$ cat src/rtl/spi_pkg.sv
// Shared types and command encodings for the SPI slave front-end.
package spi_pkg;

  typedef enum logic [2:0] {
    IDLE,
    CHK_CMD,
    WRITE,
    READ_ADD,
    READ_DATA
  } spi_state_e;

  localparam logic [1:0] CMD_WR_ADDR = 2'b00;
  localparam logic [1:0] CMD_WR_DATA = 2'b01;
  localparam logic [1:0] CMD_RD_ADDR = 2'b10;
  localparam logic [1:0] CMD_RD_DATA = 2'b11;

endpackage

$ cat src/rtl/spi_miso_serializer.sv
// Parallel-in/serial-out shifter driving MISO, MSB first, DATA_W bits per load.
module spi_miso_serializer #(
  parameter int DATA_W = 8
) (
  input  logic              clk,
  input  logic              rst_n,
  input  logic              load,
  input  logic              abort,
  input  logic [DATA_W-1:0] data,
  output logic              miso,
  output logic              done
);

  localparam int CW = $clog2(DATA_W);

  logic [DATA_W-1:0] sreg;
  logic [CW-1:0]     remain;
  logic              busy;

  // Asserted on the edge that retires the last bit, so the caller can act on it in the same cycle.
  assign done = busy && (remain == '0) && !abort;

  always_ff @(posedge clk or negedge rst_n) begin
    if (!rst_n) begin
      sreg   <= '0;
      remain <= '0;
      busy   <= 1'b0;
      miso   <= 1'b0;
    end else if (abort) begin
      sreg   <= '0;
      remain <= '0;
      busy   <= 1'b0;
      miso   <= 1'b0;
    end else if (load) begin
      miso   <= data[DATA_W-1];
      sreg   <= {data[DATA_W-2:0], 1'b0};
      remain <= CW'(DATA_W - 1);
      busy   <= 1'b1;
    end else if (busy) begin
      if (remain == '0) begin
        miso <= 1'b0;
        busy <= 1'b0;
      end else begin
        miso   <= sreg[DATA_W-1];
        sreg   <= sreg << 1;
        remain <= remain - 1'b1;
      end
    end
  end

endmodule

$ cat src/rtl/spi_slave_ctrl.sv
// SPI slave front-end: deserialises MOSI frames for the RAM and serialises RAM read data onto MISO.
module spi_slave_ctrl
  import spi_pkg::*;
#(
  parameter int FRAME_W = 10,
  parameter int DATA_W  = 8
) (
  input  logic               clk,
  input  logic               rst_n,
  input  logic               SS_n,
  input  logic               MOSI,
  output logic               MISO,
  output logic [FRAME_W-1:0] rx_data,
  output logic               rx_valid,
  input  logic [DATA_W-1:0]  tx_data,
  input  logic               tx_valid
);

  localparam int                CNT_W    = $clog2(FRAME_W);
  localparam logic [CNT_W-1:0]  LAST_BIT = CNT_W'(FRAME_W - 1);

  spi_state_e         state;
  logic [CNT_W-1:0]   bit_cnt;
  logic [FRAME_W-2:0] shift;
  logic               frame_done;
  logic               rd_addr_seen;
  logic               wait_tx;
  logic               load;
  logic               tx_done;

  assign load = (state == READ_DATA) && wait_tx && tx_valid && !SS_n;

  always_ff @(posedge clk or negedge rst_n) begin
    if (!rst_n) begin
      state        <= IDLE;
      bit_cnt      <= '0;
      shift        <= '0;
      frame_done   <= 1'b0;
      rd_addr_seen <= 1'b0;
      wait_tx      <= 1'b0;
      rx_data      <= '0;
      rx_valid     <= 1'b0;
    end else begin
      rx_valid <= 1'b0;
      if (SS_n) begin
        state      <= IDLE;
        bit_cnt    <= '0;
        shift      <= '0;
        frame_done <= 1'b0;
        wait_tx    <= 1'b0;
      end else begin
        case (state)
          IDLE: state <= CHK_CMD;
          CHK_CMD: begin
            bit_cnt    <= '0;
            frame_done <= 1'b0;
            if (MOSI != CMD_RD_ADDR[1]) state <= WRITE;
            else if (!rd_addr_seen)     state <= READ_ADD;
            else                        state <= READ_DATA;
          end
          WRITE, READ_ADD, READ_DATA: begin
            if (!frame_done) begin
              if (bit_cnt == LAST_BIT) begin
                rx_data    <= {shift, MOSI};
                rx_valid   <= 1'b1;
                frame_done <= 1'b1;
                bit_cnt    <= '0;
                if (state == READ_ADD)  rd_addr_seen <= 1'b1;
                if (state == READ_DATA) wait_tx      <= 1'b1;
              end else begin
                shift   <= {shift[FRAME_W-3:0], MOSI};
                bit_cnt <= bit_cnt + 1'b1;
              end
            end else if (wait_tx && tx_valid) begin
              wait_tx <= 1'b0;
            end
          end
          default: state <= IDLE;
        endcase
      end
      // An aborted read-back never raises tx_done, so the address stays armed for a retry.
      if (tx_done) rd_addr_seen <= 1'b0;
    end
  end

  spi_miso_serializer #(
    .DATA_W(DATA_W)
  ) u_miso_ser (
    .clk   (clk),
    .rst_n (rst_n),
    .load  (load),
    .abort (SS_n),
    .data  (tx_data),
    .miso  (MISO),
    .done  (tx_done)
  );

endmodule
$ cat config.mk
export PLATFORM = sky130hd
export DESIGN_NAME = spi_slave_ctrl
export DESIGN_NICKNAME = d
export VERILOG_FILES = /design/src/rtl/spi_pkg.sv /design/src/rtl/spi_miso_serializer.sv /design/src/rtl/spi_slave_ctrl.sv
export SDC_FILE = /design/constraint.sdc
export NUM_CORES = 1
export LEC_CHECK = 0
export CAP_MARGIN = 20
export CORE_MARGIN = 3
export CORE_UTILIZATION = 35
export CTS_CLUSTER_DIAMETER = 150
export DETAILED_ROUTE_END_ITERATION = 8
export SLEW_MARGIN = 15
export SYNTH_ARGS = -nofsm -noshare
export SYNTH_HDL_FRONTEND = slang
export SYNTH_HIERARCHICAL = 1
export SYNTH_SLANG_ARGS = --single-unit
$ cat constraint.sdc
create_clock -name clk -period 4.2 [get_ports clk]
set_input_delay 0.42 -clock clk [delete_from_list [all_inputs] [get_ports clk]]
set_output_delay 0.42 -clock clk [all_outputs]
set_load 0.05 [all_outputs]
==> results by group, run 1 <==
Drt
  – Via density: 5.03
  – Detail Route Antenna Nets: 0
  – # DRC: 0
  – Max Used Layer: met4
  – Wire length on met3: 97 um
  – Number of optimization iterations in the first detailed-route pass: 4
  – First DRT Iteration DRCs: 39
  – M1 WL: 2.00 mm
  – Routed WL per cell: 13.6 um
  – Vias post-DR: 1414
  – Met2 WL post-DR: 1.63 mm
  – Routed wire length: 3.81 mm

CTS
  – Post-CTS resize count: 0
  – Worst skew pair latency: 0.29 ns
  – Clock root buffer master: clkbuf_8
  – Setup bufs post-CTS: 0
  – Clk slew on worst S/H paths: 0.08 ns
  – Max Buffers Root-to-Sink: 2
  – CTS tree: yes
  – CTS buffer count: 5
  – # hold bufs at CTS: 0
  – H-tree levels: 2
  – Clk sinks: 42

Global routing
  – First-pass GRT wire length: 6.76 mm
  – Largest net degree at the start of global routing: 43
  – Initial antenna violation count: 0
  – Global route overflow: 0
  – Vias in the first global route: 1408
  – Total GRT Usage: 11.8%

Status
  – Status: completed

Power and ir drop
  – Cell Pwr Density: 308 nW/um^2
  – Power Total: 0.000771 W
  – Worst vdd ir: 0.179 mV
  – Leak: 1.05 nW

Critical path
  – Critical Path AT: 2.31 ns
  – CP Launch Type: flop
  – CP required: 4.38 ns
  – Crit end category: flop
  – Largest fanout on the critical path: 14
  – R2R Setup Slk: 2.08 ns
  – WS Path Type: reg2reg

Synthesis
  – Ranking of synthesized cells by area: dfrtp_1, mux2_2, mux2i_1
  – Post-synth top area share: 49.2%
  – Sequential area share after synthesis: 49.2%
  – Synthesized Nets: 201
  – Synth Area per Inst: 11.6 um^2
  – Synth cell types: 49
  – Count leader, synth: dfrtp_1
  – Synth Warn #: 6
  – Primary FF master, synth: dfrtp_1
  – Ys async rst share: 100%
  – Post-synth EDFFs: 0
  – Synthesized flop and latch total: 42
  – Commonest cells post-synth: dfrtp_1, nor2_1, mux2_2, mux2i_1, nand2_1
  – Post-synth top area cell: dfrtp_1
  – Cells after synthesis: 184
  – Mapped cell area: 2140 um^2

Layout
  – Post-layout net count: 225
  – Area delta synth->final: 17.2%
  – Ant diodes: 0
  – Filler instances: 523
  – Finished Layout Cells: 281
  – Layout cells sized above 1: 19.6%

STA
  – Final hold viol count: 0
  – Tcrit/Tclk final: 50.6%
  – Worst slew margin: 39.6%
  – Skew final: 0.00480 ns
  – Hold Slack: 0.255 ns
  – Final worst path period need: 2.12 ns
  – Endpoints failing setup: 0
  – Final Max Tran Viols: 0
  – Max Freq: 471 MHz
  – Setup TNS: 0 ns
  – RSZ-0062 raised after global routing: no
  – Worst-Margin Slew: 0.905 ns

Die
  – DIE HEIGHT: 84.1 um
  – Starting Density: 37.4%
  – Row cnt: 27
  – I/O pin cnt: 25
  – DIE WIDTH: 84.1 um
  – Core area: 5710 um^2
  – Die ar.: 7080 um^2

Placement
  – Buffers added on ports: 24
  – Hpwl dp: 2.56 mm
  – Final GP Congestion: 0.723
  – Placed Cells: 273

Min path
  – Worst hold-check path type: in2async

Flow run
  – Max Cap Violations: 0
power breakdown:
group | internal (W) | switching (W)
Sequential | 0.000411 | 0.0000110
Clock | 0.000132 | 0.000140
Combinational | 0.0000345 | 0.0000426
Total | 0.000578 | 0.000193
flip-flops by register name (all words and copies together) (netlist names), 3 cells and up:
| register | cells |
|---|---|
| bit_cnt | 4 |
| rx_data | 10 |
| shift | 9 |
| state | 3 |
| u_miso_ser/remain | 3 |
| u_miso_ser/sreg | 7 |
worst paths after layout:
path | to | cells past startpoint | from
worst min register to register | rx_data[7] | 1 | rx_data[7]
worst max-delay path | u_miso_ser/sreg[2] | 6 | state[2]
min in group clk | rx_data[7] | 1 | rx_data[7]
max in group asynchronous | state[2] | 1 | rst_n
worst max register to register | u_miso_ser/sreg[2] | 6 | state[2]
worst min-delay path | rx_data[7] | 1 | rst_n
layout make-up:
| type | count | area (um^2) | share of cell area, % |
|---|---|---|---|
| clock inverters | 2 | 12.5 | 0.500 |
| inverters | 10 | 37.5 | 1.50 |
| clock buffers | 6 | 82.6 | 3.30 |
| well taps | 72 | 90.1 | 3.60 |
| multi-input cells | 122 | 972 | 38.8 |
| repair buffers | 27 | 258 | 10.3 |
| flip-flops and latches | 42 | 1050 | 42.0 |
critical path: stages (launching register included):
cell	delay (ns)
dfrtp_1	0.51
or3b_4	0.44
nor3_1	0.19
buf_4	0.24
inv_2	0.12
and4_1	0.17
a2111oi_2	0.33
logic make-up (layout without fill, tap and decap cells):
kind of cell	count (synthesis)	after routing	share of synthesized area, %
buf+inv	20	45	5.27
simple gates	61	61	16.0
flops	42	42	49.2
fa+ha+maj	4	4	2.34
mux	20	20	9.96
compound gates	37	37	17.2
routing by layer:
metal / vias to the layer above / track usage, %
li1: 706 / -
met1: 685 / 16.9
met2: 18 / 16.5
met3: 5 / 3.06
met4: 0 / 5.26
met5: - / 0
placed cells by master (no fill, tap or decap), types with 2 or more instances in the layout:
cell type / n
a21oi_1: 8
nor2_1: 24
nor3_1: 3
a311oi_1: 2
nor2_2: 2
buf_4: 3
dfrtp_1: 42
a2111oi_4: 3
nor3b_1: 2
a21boi_1: 2
clkdlybuf4s50_1: 23
a2111oi_2: 4
nand2_1: 10
a211oi_1: 7
nand2b_1: 3
mux2i_1: 10
inv_1: 9
clkbuf_8: 6
a211o_1: 2
ha_1: 4
mux2_2: 10
through the flow:
step	setup WS (ns)	instance area, um^2	utilization [%]
2_1_floorplan	2.11	2140	-
3_3_place_gp	1.85	2410	42.2
3_5_place_dp	1.84	2410	42.2
4_1_cts	2.06	2500	43.9
5_1_grt	1.90	2500	43.9
6_report	2.08	2500	43.9
(Power assumes the default switching activity.)
==> run 2, diff against run 1 <==
==> constraint.sdc (replaced) <==
create_clock -name clk -period 1.7 [get_ports clk]
set_input_delay 0.17 -clock clk [delete_from_list [all_inputs] [get_ports clk]]
set_output_delay 0.17 -clock clk [all_outputs]
set_load 0.05 [all_outputs]
==> results by group, run 2 (same netlist as run 1, synthesis figures left out) <==
Drt
  – First DRT Iteration DRCs: 11 (was 39)
  – Routed WL per cell: 14.5 um (was 13.6 um)
  – Detail Route Antenna Nets: 0 (unchanged)
  – Number of optimization iterations in the first detailed-route pass: 4 (unchanged)
  – Vias post-DR: 1563 (was 1414)
  – Via density: 5.07 (was 5.03)
  – Routed wire length: 4.47 mm (was 3.81 mm)
  – # DRC: 0 (unchanged)

STA
  – Final hold viol count: 0 (unchanged)
  – Worst slew margin: 63.9% (was 39.6%)
  – Max Freq: 551 MHz (was 471 MHz)
  – Endpoints failing setup: 28 (was 0)
  – Final setup margin: -0.113 ns (was 2.08 ns)
  – RSZ-0062 raised after global routing: yes (was no)
  – Skew final: 0.00650 ns (was 0.00480 ns)
  – Worst-Margin Slew: 0.541 ns (was 0.905 ns)
  – Setup TNS: -1.57 ns (was 0 ns)
  – Final worst path period need: 1.81 ns (was 2.12 ns)
  – Final Max Tran Viols: 0 (unchanged)
  – Tcrit/Tclk final: 107% (was 50.6%)

Critical path
  – CP Cell Sequence: or3b_4 > nor3_4 > buf_4 > nor2_2 > and3_4 > a2111oi_4 (was or3b_4 > nor3_1 > buf_4 > inv_2 > and4_1 > a2111oi_2)
  – WS Path Type: reg2reg (unchanged)
  – Largest fanout on the critical path: 3 (was 14)
  – CP required: 1.89 ns (was 4.38 ns)
  – CP max stage delay: 0.43 ns (was 0.51 ns)
  – Crit-path slowest cell: or3b_4 (was dfrtp_1)
  – Crit end category: flop (unchanged)
  – CP Launch Type: flop (unchanged)
  – Critical Path AT: 2.01 ns (was 2.31 ns)

Layout
  – Max FFs per register: 10 (unchanged)
  – Post-route design area: 2940 um^2 (was 2500 um^2)
  – Biggest registers after layout: rx_data x10, shift x9, u_miso_ser/sreg x7 (unchanged)
  – Most frequent cells in the layout: dfrtp_1, buf_4, clkdlybuf4s50_1, nor2_1 (was dfrtp_1, nor2_1, clkdlybuf4s50_1)
  – Area delta synth->final: 37.8% (was 17.2%)
  – Register Area: 1050 um^2 (unchanged)
  – Most common cell after layout, fill and taps aside: dfrtp_1 (unchanged)
  – Largest Register: rx_data (unchanged)
  – Finished Layout Cells: 308 (was 281)
  – Filler instances: 523 (unchanged)
  – Post-layout net count: 252 (was 225)
  – Ant diodes: 0 (unchanged)
  – Multi-input logic area: 1120 um^2 (was 972 um^2)
  – Layout cells sized above 1: 33.9% (was 19.6%)

CTS
  – Clk sinks: 42 (unchanged)
  – Clock root buffer master: clkbuf_8 (unchanged)
  – Setup bufs post-CTS: 0 (unchanged)
  – H-tree levels: 2 (unchanged)
  – Max Buffers Root-to-Sink: 2 (unchanged)
  – Worst skew pair latency: 0.29 ns (about the same)
  – CTS tree: yes (unchanged)
  – CTS buffer count: 5 (unchanged)
  – Clk slew on worst S/H paths: 0.08 ns (about the same)

Status
  – Status: complete, but fails checks (was completed)
  – Failing checks: setup timing

Power and ir drop
  – Cell Pwr Density: 717 nW/um^2 (was 308 nW/um^2)
  – Worst vdd ir: 0.481 mV (was 0.179 mV)
  – Leak: 1.27 nW (was 1.05 nW)

Placement
  – Hpwl dp: 3.12 mm (was 2.56 mm)
  – Placed Cells: 298 (was 273)
  – Final GP Congestion: 0.738 (was 0.723)
  – Buffers added on ports: 24 (unchanged)
  – Post-DP Area: 2680 um^2 (was 2410 um^2)

Global routing
  – Vias in the first global route: 1619 (was 1408)
  – First-pass GRT wire length: 7.94 mm (was 6.76 mm)
  – Global route overflow: 0 (unchanged)
  – Largest net degree at the start of global routing: 23 (was 43)
  – Initial antenna violation count: 0 (unchanged)
  – Total GRT Usage: 13.8% (was 11.8%)

Die
  – Starting Density: 37.4% (unchanged)
  – I/O pin cnt: 25 (unchanged)
  – DIE WIDTH: 84.1 um (unchanged)
  – Die ar.: 7080 um^2 (unchanged)
  – Core area: 5710 um^2 (unchanged)
  – Row cnt: 27 (unchanged)
  – DIE HEIGHT: 84.1 um (unchanged)

Flow run
  – Max Cap Violations: 0 (unchanged)

Min path
  – Worst hold-check path type: in2async (unchanged)
==> run 2: cell types whose count changed in the layout (fill, tap and decap cells not counted), moves of 3 or more <==
| cell | before | now |
|---|---|---|
| nor2_4 | 0 | 3 |
| a211oi_1 | 7 | 4 |
| mux2_4 | 0 | 10 |
| buf_12 | 0 | 4 |
| nor2_1 | 24 | 20 |
| buf_4 | 3 | 22 |
| mux2_2 | 10 | 0 |
| buf_6 | 0 | 4 |
==> run 2: cell type report <==
class / instances / share of cell area, %
inverters: 10 / 1.36
repair buffers: 54 / 17.9
flip-flops and latches: 42 / 35.7
well taps: 72 / 3.06
multi-input cells: 122 / 38.2
clock buffers: 6 / 2.46
clock inverters: 2 / 1.27
==> run 2: repair_timing <==
item                       in CTS  in global routing
setup endpoints to repair      30                 33
pin swaps                       2                  5
hold buffers                    1                  0
resized for setup              20                  9
gates cloned                    1                  0
hold endpoints to repair       20                  0
==> run 2: worst paths after layout <==
check                            from            endpoint  slack [ns]  depth (start not counted)
setup / recovery             state[0]  u_miso_ser/sreg[3]       -0.11                          6
min in group clk           tx_data[0]  u_miso_ser/sreg[1]        0.42                          3
hold reg to reg              shift[8]          rx_data[9]        0.51                          1
hold / removal                  rst_n          rx_data[8]        0.37                          2
setup reg to reg             state[0]  u_miso_ser/sreg[3]       -0.11                          6
max in group asynchronous       rst_n     u_miso_ser/busy        0.86                          3
==> run 2: power by group <==
| part | switching [W] | internal [W] | total (W) |
|---|---|---|---|
| Sequential | 0.0000123 | 0.00102 | 0.00103 |
| Clock | 0.000343 | 0.000438 | 0.000781 |
| Combinational | 0.000150 | 0.000153 | 0.000303 |
==> run 2: stage by stage <==
stage | setup WS (ns) | utilization [%] | hold WS, ns | power [W]
floorplan | -0.156 | - | -0.126 | 0.00119
global placement | -0.122 | 47.0 | 0.169 | 0.00131
finish | -0.113 | 51.6 | 0.366 | 0.00211
CTS | -0.123 | 50.6 | 0.382 | 0.00213
detailed placement | -0.123 | 47.0 | 0.158 | 0.00132
global route | -0.189 | 51.6 | 0.403 | 0.00222
==> run 2: worst max-delay path, delay by kind of cell, from the launching register on <==
family	cells	cell delay, ns
AO/OA/AOI/OAI	1	0.30
AND/OR/NAND/NOR	4	0.85
flip-flops	1	0.40
buffers and inverters	1	0.18
==> run 2: routing by layer <==
metal	vias to the layer above	part of all wire (%)	track usage [%]
met5	-	0	0
met4	0	1.9	5.70
met3	5	2.4	3.36
met2	15	48	20.9
met1	786	48	19.0
li1	757	-	-
